===== src/rtl/exibe_sequencia.sv =====
// rtl/exibe_sequencia.sv - sequence display FSM: lights each sequence memory element for T_ON cycles, then T_OFF dark cycles.
// Optional: define EXIBE_SEQUENCIA_DB_ESTADO_EN to drive db_estado with the current state code.
module exibe_sequencia #(
  parameter int unsigned T_ON  = 1000,
  parameter int unsigned T_OFF = 500
) (
  input  logic       clock,
  input  logic       reset,
  input  logic       iniciar,
  input  logic [3:0] limite,
  input  logic [3:0] dado,
  output logic [3:0] endereco,
  output logic [3:0] leds,
  output logic       ativo,
  output logic       pronto,
  output logic [3:0] db_estado
);

  typedef enum logic [3:0] {
    INICIAL = 4'd0,
    PREPARA = 4'd1,
    ACENDE  = 4'd2,
    APAGA   = 4'd3,
    PROXIMO = 4'd4,
    FIM     = 4'd5
  } estado_t;

  localparam logic [15:0] ON_LAST  = 16'(T_ON - 1);
  localparam logic [15:0] OFF_LAST = 16'(T_OFF - 1);

  estado_t     estado, estado_n;
  logic [15:0] timer, timer_n;
  logic [3:0]  lim_r, lim_n;
  logic [3:0]  endereco_n;

  always_ff @(posedge clock or posedge reset) begin
    if (reset) begin
      estado   <= INICIAL;
      timer    <= 16'd0;
      lim_r    <= 4'd0;
      endereco <= 4'd0;
    end else begin
      estado   <= estado_n;
      timer    <= timer_n;
      lim_r    <= lim_n;
      endereco <= endereco_n;
    end
  end

  always_comb begin
    estado_n   = INICIAL;
    timer_n    = timer;
    lim_n      = lim_r;
    endereco_n = endereco;
    leds       = 4'd0;
    ativo      = 1'b0;
    pronto     = 1'b0;
    case (estado)
      INICIAL: begin
        if (iniciar) begin
          lim_n    = limite;
          estado_n = PREPARA;
        end else begin
          estado_n = INICIAL;
        end
      end
      PREPARA: begin
        ativo      = 1'b1;
        endereco_n = 4'd0;
        timer_n    = 16'd0;
        estado_n   = ACENDE;
      end
      ACENDE: begin
        ativo = 1'b1;
        leds  = dado;
        if (timer == ON_LAST) begin
          timer_n  = 16'd0;
          estado_n = APAGA;
        end else begin
          timer_n  = timer + 16'd1;
          estado_n = ACENDE;
        end
      end
      APAGA: begin
        ativo = 1'b1;
        if (timer == OFF_LAST) begin
          timer_n  = 16'd0;
          estado_n = (endereco == lim_r) ? FIM : PROXIMO;
        end else begin
          timer_n  = timer + 16'd1;
          estado_n = APAGA;
        end
      end
      PROXIMO: begin
        ativo      = 1'b1;
        endereco_n = endereco + 4'd1;
        estado_n   = ACENDE;
      end
      FIM: begin
        // endereco keeps the last shown address until the next PREPARA
        pronto   = 1'b1;
        estado_n = INICIAL;
      end
      default: estado_n = INICIAL;
    endcase
  end

`ifdef EXIBE_SEQUENCIA_DB_ESTADO_EN
  assign db_estado = estado;
`else
  assign db_estado = 4'd0;
`endif

endmodule

===== config.mk =====
export PLATFORM = sky130hd
export DESIGN_NAME = exibe_sequencia
export DESIGN_NICKNAME = d
export VERILOG_FILES = /design/src/rtl/exibe_sequencia.sv
export SDC_FILE = /design/constraint.sdc
export NUM_CORES = 1
export LEC_CHECK = 0
export ABC_AREA = 1
export ABC_CLOCK_PERIOD_IN_PS = 2000
export CORE_MARGIN = 2
export CORE_UTILIZATION = 39
export DETAILED_ROUTE_END_ITERATION = 10
export PLACE_DENSITY = 0.67
export SLEW_MARGIN = 20
export SYNTH_ARGS = -nofsm -noshare
export SYNTH_HDL_FRONTEND = slang
export SYNTH_SLANG_ARGS = --single-unit

===== constraint.sdc =====
create_clock -name clock -period 2 [get_ports clock]
set_input_delay 0.4 -clock clock [delete_from_list [all_inputs] [get_ports clock]]
set_output_delay 0.4 -clock clock [all_outputs]
set_load 0.01 [all_outputs]

Yosys cells after proc, flatten, opt, wreduce, memory -nomap -nowiden
Index checks and enable logic that the tools add are counted.
{"block": "op_classes", "add_sub_neg": 2, "n_mul": 0, "div_mod_pow": 0, "n_lt_le_gt_ge": 0, "n_eq_ne": 8, "n_shift": 0, "mux": 12, "n_bitwise": 0, "reduce_logical": 6}
{"operator": "16-bit one-hot mux with 3 select lines", "count": 1}
{"operator": "16-bit 2-to-1 mux", "count": 2}
{"operator": "16-bit by 1-bit adder with 16-bit output, second input constant", "count": 1}
{"operator": "16-bit by 10-bit equality test with 1-bit output, second input constant", "count": 1}
{"operator": "16-bit by 9-bit equality test with 1-bit output, second input constant", "count": 1}
{"operator": "4-bit one-hot mux with 4 select lines", "count": 1}
{"operator": "4-bit by 2-bit equality test with 1-bit output, second input constant", "count": 2}
{"operator": "4-bit by 3-bit equality test with 1-bit output, second input constant", "count": 2}
{"operator": "4-bit one-hot mux with 2 select lines", "count": 1}
{"operator": "1-bit 2-to-1 mux", "count": 5}
{"operator": "4-bit by 1-bit adder with 4-bit output, second input constant", "count": 1}
{"operator": "4-bit by 1-bit equality test with 1-bit output, second input constant", "count": 1}
{"operator": "4-bit equality test", "count": 1}
{"operator": "4-bit logical NOT", "count": 1}
{"operator": "4-bit 2-to-1 mux", "count": 1}
{"operator": "4-bit OR reduction", "count": 1}
{"operator": "3-bit 2-to-1 mux", "count": 1}
{"operator": "3-bit nonzero test", "count": 1}
{"operator": "2-bit AND reduction", "count": 1}
{"operator": "2-bit nonzero test", "count": 1}
{"operator": "2-bit OR reduction", "count": 1}
{"block": "word_totals", "ff_bits": 28, "latch_bits": 0, "ram_bits": 0, "romBits": 0, "input_bits": 11, "output_inout_bits": 14, "elab_cells": 32, "mem_count": 0}

Depth between registers and ports, before layout
Gate-level depths: netlist of the first run.
{"block": "logic_depth", "word_depth": 4, "mapped_depth": 11, "mapped_depth_nobuf": 10}

Worst setup path before layout of the first run
OpenSTA, ideal clock, no wires.
{"block": "synth_timing", "path_type": "register to output", "startpoint": "register estado[2]", "endpoint": "output port leds[0]", "arrival_ps": 1014, "required_ps": 1600, "path_slack_ps": 586, "stages_incl_launch_ff": 6, "path_buffers": 0, "path_cell_list": "dfrtp_1 > inv_2 > nand2_1 > nor2_2 > inv_1 > nor2_1"}
{"block": "synth_via", "elab_chain_len": 2}
{"item": "start, declared", "line": "31", "source": "estado_t estado, estado_n;"}
{"item": "start signal, assigned", "line": "43", "source": "estado <= estado_n;"}
{"item": "4-bit by 2-bit equality test with 1-bit output", "line": "58", "source": "case (estado)"}
{"item": "4-bit 2-to-1 mux", "line": "58"}
{"item": "end, declared", "line": "13", "source": "output logic [3:0] leds,"}
No other way between the ends.

Worst setup path after layout of the first run
{"block": "layout_timing", "startpoint": "register estado[2]", "endpoint": "output port leds[1]"}
Same word-level chain as after synthesis.

==> impl_metrics.env, run 1 <==
export IMPL_status="finished clean"
export IMPL_firstDrtPassIters=4
export IMPL_maxCapViolations=0
export IMPL_critical_path_buf_inv_count=3
export IMPL_grt_pass1_wl_um=6560
export IMPL_critPathTopFamily="buffers and inverters"
export IMPL_design_die_area_mm2=0.00526
export IMPL_syn_inst=250
export IMPL_dp_cells=322
export IMPL_grt_pass1_vias=1416
export IMPL_arrival_ns=1.45
export IMPL_drtAntennaViolNets=0
export IMPL_highest_layer="met4"
export IMPL_power_density_mw_per_mm2=431
export IMPL_drive_above_1_share_pct=20.1
export IMPL_path_class="reg2out"
export IMPL_fmax_ghz=0.540
export IMPL_fin_util_pct=47.8
export IMPL_ys_seq_area_share_pct=36.9
export IMPL_ys_flop_type="dfrtp_1"
export IMPL_grt_setup_unrepaired="false"
export IMPL_clkSinkCount=27
export IMPL_clk_pin_slew_ns=0.10
export IMPL_fin_area_mm2=0.00212
export IMPL_path_cells="inv_2, nand2_1, nor2_2, inv_1, nor2_1, dlygate4sd2_1"
export IMPL_syn_to_final_growth_pct=15.8
export IMPL_fp_dieH_um=72.6
export IMPL_regArea_um2=676
export IMPL_diodes=0
export IMPL_synth_seq_cells=27
export IMPL_required_ns=1.60
export IMPL_drt_iter0_drc=93
export IMPL_synth_edff_count=0
export IMPL_clock_latency_ns=0.28
export IMPL_power_leakage_nw=1.03
export IMPL_io_pins=25
export IMPL_yosysWarnings=0
export IMPL_crit_path_end_kind="output port"
export IMPL_post_synth_top_count_cell="nand2_1"
export IMPL_detail_route_vias_per_cell=4.64
export IMPL_crit_path_start_kind="register"
export IMPL_dpl_hpwl_um=2860
export IMPL_die_w_um=72.6
export IMPL_io_buffers=20
export IMPL_ctsLongestPathBuffers=2
export IMPL_slew_viol_final=0
export IMPL_synthAdderAreaFrac_pct=2.05
export IMPL_avgSynthCellArea_um2=7.33
export IMPL_grt_use_total_pct=15.8
export IMPL_dpl_instance_area_mm2=0.00208
export IMPL_crit_start="estado[2]$_DFF_PP0_"
export IMPL_fin_skew_ns=0.00402
export IMPL_wl_met3_um=156
export IMPL_grt_max_degree=28
export IMPL_post_cts_buffers=0
export IMPL_num_rows=24
export IMPL_yosys_area_share_simple_pct=40.6
export IMPL_final_cells=326
export IMPL_synth_area_leader_cell="dfrtp_1"
export IMPL_wl_per_cell_um=11.2
export IMPL_cts_tree="yes"
export IMPL_hold_path_class="in2async"
export IMPL_setup_viol=0
export IMPL_synth_top_area_share_pct=36.9
export IMPL_multiInputGateArea_um2=997
export IMPL_total_power_mw=0.915
export IMPL_cts_root_buffer="clkbuf_8"
export IMPL_gp_congestion=0.845
export IMPL_postSynth_asyncResetShare_pct=100
export IMPL_core_area_mm2=0.00444
export IMPL_cpPeakStageDelay_ns=0.42
export IMPL_vias=1512
export IMPL_cpMaxStageDelayCell="dfrtp_1"
export IMPL_yosys_top_cells_count="64 x nand2_1, 29 x nor2_1, 27 x dfrtp_1, 27 x nand2_2, 23 x inv_1"
export IMPL_cts_buffers_inserted=3
export IMPL_fin_setup_tns_ns=0
export IMPL_h_tree_depth=1
export IMPL_drt_wl_total_um=3650
export IMPL_min_period_ns=1.85
export IMPL_grt_antenna_before_repair=0
export IMPL_synth_distinct_cells=27
export IMPL_min_period_over_period_pct=92.6
export IMPL_r2r_start="timer[1]$_DFFE_PP0P_"
export IMPL_wl_met1_um=1840
export IMPL_wl_met2_um=1600
export IMPL_synthMuxAreaShare_pct=2.46
export IMPL_drc=0
export IMPL_hold_viol_final=0
export IMPL_path_max_fanout=5
export IMPL_syn_area_mm2=0.00183
export IMPL_fin_nets=289
export IMPL_grt_overflow=0
export IMPL_synth_xor_xnor_area_share_pct=5.73
export IMPL_ctsHoldBuffers=0
export IMPL_fillers=450
export IMPL_ys_top_cells_by_area="dfrtp_1 37%, nand2_1 13%, nand2_2 9.2%"
export IMPL_synth_compound_area_share_pct=2.73
export IMPL_max_vdd_ir_drop_uv=339
export IMPL_synth_top_family_by_area="simple AND/OR/NAND/NOR gates"
export IMPL_start_util_pct=41.2
==> through the flow <==
| stage | hold WS (ns) | worst slack, ns |
|---|---|---|
| 2_1_floorplan | 0.453 | 0.586 |
| 3_3_place_gp | 0.508 | 0.0825 |
| 3_5_place_dp | 0.517 | 0.0463 |
| 5_1_grt | 0.497 | 0.00567 |
| 4_1_cts | 0.477 | 0.0201 |
| 6_report | 0.465 | 0.148 |
==> routing by layer <==
layer,vias to the layer above,global-route usage [%]
met3,4,4.03
met1,673,21.8
li1,815,-
met4,0,5.35
met2,20,23.9
met5,-,0
==> flip-flops by register name, indices dropped and copies added (netlist names) <==
signal and count:
timer 16, endereco 4, lim_r 4, estado 3
==> tightest hold or removal path: cells and delay by family <==
family / cells / cell delay (ns)
buffers and inverters: 3 / 0.76
==> worst paths after layout <==
| kind | endpoint | depth (start not counted) | slack (ns) |
|---|---|---|---|
| min reg2reg | endereco[3]$_DFFE_PP0P_ | 1 | 0.53 |
| max in group asynchronous | timer[15]$_DFFE_PP0P_ | 3 | 1.28 |
| max reg2reg | timer[8]$_DFFE_PP0P_ | 7 | 0.43 |
| max | leds[1] | 6 | 0.15 |
| min | endereco[0]$_DFFE_PP0P_ | 3 | 0.46 |
| min in group clock | endereco[3]$_DFFE_PP0P_ | 1 | 0.53 |
==> power breakdown <==
part / total [mW] / leakage [nW] / internal, mW / switching (mW)
combinational: 0.0455 / 0.641 / 0.0235 / 0.0220
sequential: 0.545 / 0.362 / 0.545 / 0
clock: 0.324 / 0.0217 / 0.142 / 0.183
total: 0.915 / 1.03 / 0.711 / 0.205
==> area by class of cell <==
type / instances / area share [%]
repair buffers: 25 / 10.8
flip-flops and latches: 27 / 31.8
inverters: 28 / 5.01
clock inverters: 1 / 0.354
multi-input cells: 190 / 47.0
clock buffers: 3 / 1.94
well taps: 52 / 3.06
==> logic make-up after synthesis <==
family | count (synthesis)
XOR/XNOR | 12
other | 1
buffers and inverters | 36
flip-flops | 27
AND/OR/NAND/NOR | 158
multiplexers | 4
AO/OA/AOI/OAI | 9
adder cells (fa/ha/maj) | 3
==> placed cells by master (no fill, tap or decap), drive strengths merged, types with 4 or more instances in the layout <==
cell type       n
buf             5
clkbuf          4
clkdlybuf4s50  14
conb            4
dfrtp          27
dlygate4sd2     4
inv            26
mux2            4
nand2          93
nand3          19
nand4           7
nor2           37
o21ai           5
xnor2           6
xor2            6
==> timing repair <==
action	CTS	global route
gates resized for setup	5	3
cloned	0	0
setup endpoints to repair	5	2
(Power assumes the default switching activity.)
==> run 2: changes to the inputs <==
--- a/config.mk
+++ b/config.mk
@@ -7,6 +7,7 @@
 export LEC_CHECK = 0
 export ABC_AREA = 1
 export ABC_CLOCK_PERIOD_IN_PS = 2000
+export CAP_MARGIN = 20
 export CORE_MARGIN = 2
 export CORE_UTILIZATION = 39
 export DETAILED_ROUTE_END_ITERATION = 10
==> results of run 2 <==
Final layout, timing and power as in run 1 (identical DEF).
==> run 3: changes to the inputs <==
--- a/config.mk
+++ b/config.mk
@@ -8,7 +8,6 @@
 export ABC_AREA = 1
 export ABC_CLOCK_PERIOD_IN_PS = 2000
 export CAP_MARGIN = 20
-export CORE_MARGIN = 2
 export CORE_UTILIZATION = 39
 export DETAILED_ROUTE_END_ITERATION = 10
 export PLACE_DENSITY = 0.67
==> run 3 against run 2 <==
The run now ends with DRC left. Sequential power barely moved. First-iteration DRC count is 28% lower. Highest routed layer unchanged. Largest power group unchanged. Clock skew grew 0.0022 ns.
==> impl_metrics.env, run 3 (synthesis gave the netlist of run 1 again) <==
export IMPL_highest_layer="met4"
export IMPL_fp_dieH_um=70.6
export IMPL_wl_met3_um=91
export IMPL_critical_path_buf_inv_count=3
export IMPL_core_area_mm2=0.00444
export IMPL_worst_path_most_repeated_cell="nand2_1"
export IMPL_final_common_cell="nand2_1"
export IMPL_clock_latency_ns=0.27
export IMPL_grt_pass1_vias=1363
export IMPL_drive_above_1_share_pct=20.0
export IMPL_h_tree_depth=1
export IMPL_wl_per_cell_um=11.2
export IMPL_slew_viol_final=0
export IMPL_grt_max_degree=28
export IMPL_hold_path_class="in2async"
export IMPL_hold_viol_final=0
export IMPL_start_util_pct=41.2
export IMPL_wl_met1_um=1890
export IMPL_largest_register_ffs=16
export IMPL_grt_overflow=0
export IMPL_arrival_ns=1.43
export IMPL_r2r_start="timer[0]$_DFFE_PP0P_"
export IMPL_min_period_ns=1.83
export IMPL_io_buffers=20
export IMPL_critPathTopFamily="buffers and inverters"
export IMPL_crit_path_start_kind="register"
export IMPL_drt_iter0_drc=67
export IMPL_cts_tree="yes"
export IMPL_status="finished, violations left"
export IMPL_fin_nets=290
export IMPL_violations="DRC"
export IMPL_fin_skew_ns=0.00619
export IMPL_firstDrtPassIters=7
export IMPL_syn_to_final_growth_pct=16.4
export IMPL_fmax_ghz=0.546
export IMPL_power_density_mw_per_mm2=425
export IMPL_max_vdd_ir_drop_uv=269
export IMPL_reg_largest_list="timer x16, endereco x4, lim_r x4"
export IMPL_vias=1540
export IMPL_path_cells="inv_1, nor2_1, nand2_1, nand2_1, inv_1, nand2_1, dlygate4sd2_1"
export IMPL_path_class="reg2out"
export IMPL_cts_root_buffer="clkbuf_8"
export IMPL_layout_common_cells="64 x nand2_1, 29 x nor2_1, 27 x nand2_2, 27 x dfrtp_1, 23 x inv_1"
export IMPL_clk_pin_slew_ns=0.10
export IMPL_grt_pass1_wl_um=6420
export IMPL_ctsLongestPathBuffers=2
export IMPL_path_max_fanout=4
export IMPL_design_die_area_mm2=0.00498
export IMPL_cts_buffers_inserted=3
export IMPL_regMostFlops="timer"
export IMPL_power_leakage_nw=1.03
export IMPL_grt_antenna_before_repair=0
export IMPL_crit_path_end_kind="output port"
export IMPL_num_rows=24
export IMPL_wl_met2_um=1660
export IMPL_regArea_um2=676
export IMPL_die_w_um=70.6
export IMPL_io_pins=25
export IMPL_multiInputGateArea_um2=997
export IMPL_maxCapViolations=0
export IMPL_fillers=429
export IMPL_crit_start="estado[0]$_DFF_PP0_"
export IMPL_drt_wl_total_um=3670
export IMPL_fin_util_pct=48.0
export IMPL_detail_route_vias_per_cell=4.71
export IMPL_grt_setup_unrepaired="false"
export IMPL_min_period_over_period_pct=91.6
export IMPL_cpMaxStageDelayCell="dfrtp_1"
export IMPL_required_ns=1.60
export IMPL_drtAntennaViolNets=0
export IMPL_cpPeakStageDelay_ns=0.42
export IMPL_gp_congestion=0.853
export IMPL_drc=2
export IMPL_fin_setup_tns_ns=0
export IMPL_grt_use_total_pct=16.3
export IMPL_setup_viol=0
export IMPL_dpl_hpwl_um=2830
export IMPL_clkSinkCount=27
export IMPL_diodes=0
run 3: cell types whose count changed in the layout (fill, tap and decap cells not counted):
cell             delta
buf_4               +1
clkbuf_2            -1
clkdlybuf4s15_1     +1
clkinv_2            +1
clkinvlp_4          -1
run 3: path summary, 6_finish.rpt:
path                                            to  slack [ns]  cells past startpoint
min in group clock         endereco[3]$_DFFE_PP0P_        0.52                      1
max in group asynchronous     timer[6]$_DFFE_PP0P_        1.25                      3
min reg2reg                endereco[3]$_DFFE_PP0P_        0.52                      1
min                        endereco[1]$_DFFE_PP0P_        0.47                      3
max                                          ativo        0.17                      7
max reg2reg                   timer[8]$_DFFE_PP0P_        0.42                      7
run 3: stage by stage:
stage	std cells	instance area [um2]	setup slack, ns	total power, mW	hold WS, ns
2_1_floorplan	253	1840	0.586	0.579	0.453
3_3_place_gp	322	2080	0.0857	0.606	0.509
3_5_place_dp	322	2080	0.0539	0.606	0.513
4_1_cts	327	2130	0.0601	0.924	0.487
5_1_grt	327	2130	0.0144	0.952	0.505
6_report	327	2130	0.168	0.906	0.471
run 3: area by class of cell:
type / instances / share of cell area, %
repair buffers: 26 / 11.4
clock inverters: 1 / 0.235
flip-flops and latches: 27 / 31.7
well taps: 52 / 3.05
inverters: 28 / 4.99
multi-input cells: 190 / 46.7
clock buffers: 3 / 1.94
run 3: timing repair:
item                       4_1_cts  5_1_grt
hold buffers                     0        0
setup buffers                    1        0
setup endpoints to repair        5        2
resized for setup                5        2
run 3: worst min-delay path: cells and delay by family:
family | cells | cell delay, ns
buffers and inverters | 3 | 0.76
run 3: where the power goes:
group | leakage, nW | internal [mW] | switching, mW
clock network | 0.0255 | 0.140 | 0.175
registers | 0.362 | 0.545 | 0
logic | 0.646 | 0.0240 | 0.0221
total | 1.03 | 0.709 | 0.197
run 3: per-layer routing:
layer	GRT usage, %	up-vias
li1	-	817
met2	25.7	17
met3	3.85	2
met5	0	-
met1	22.3	704
met4	5.11	0
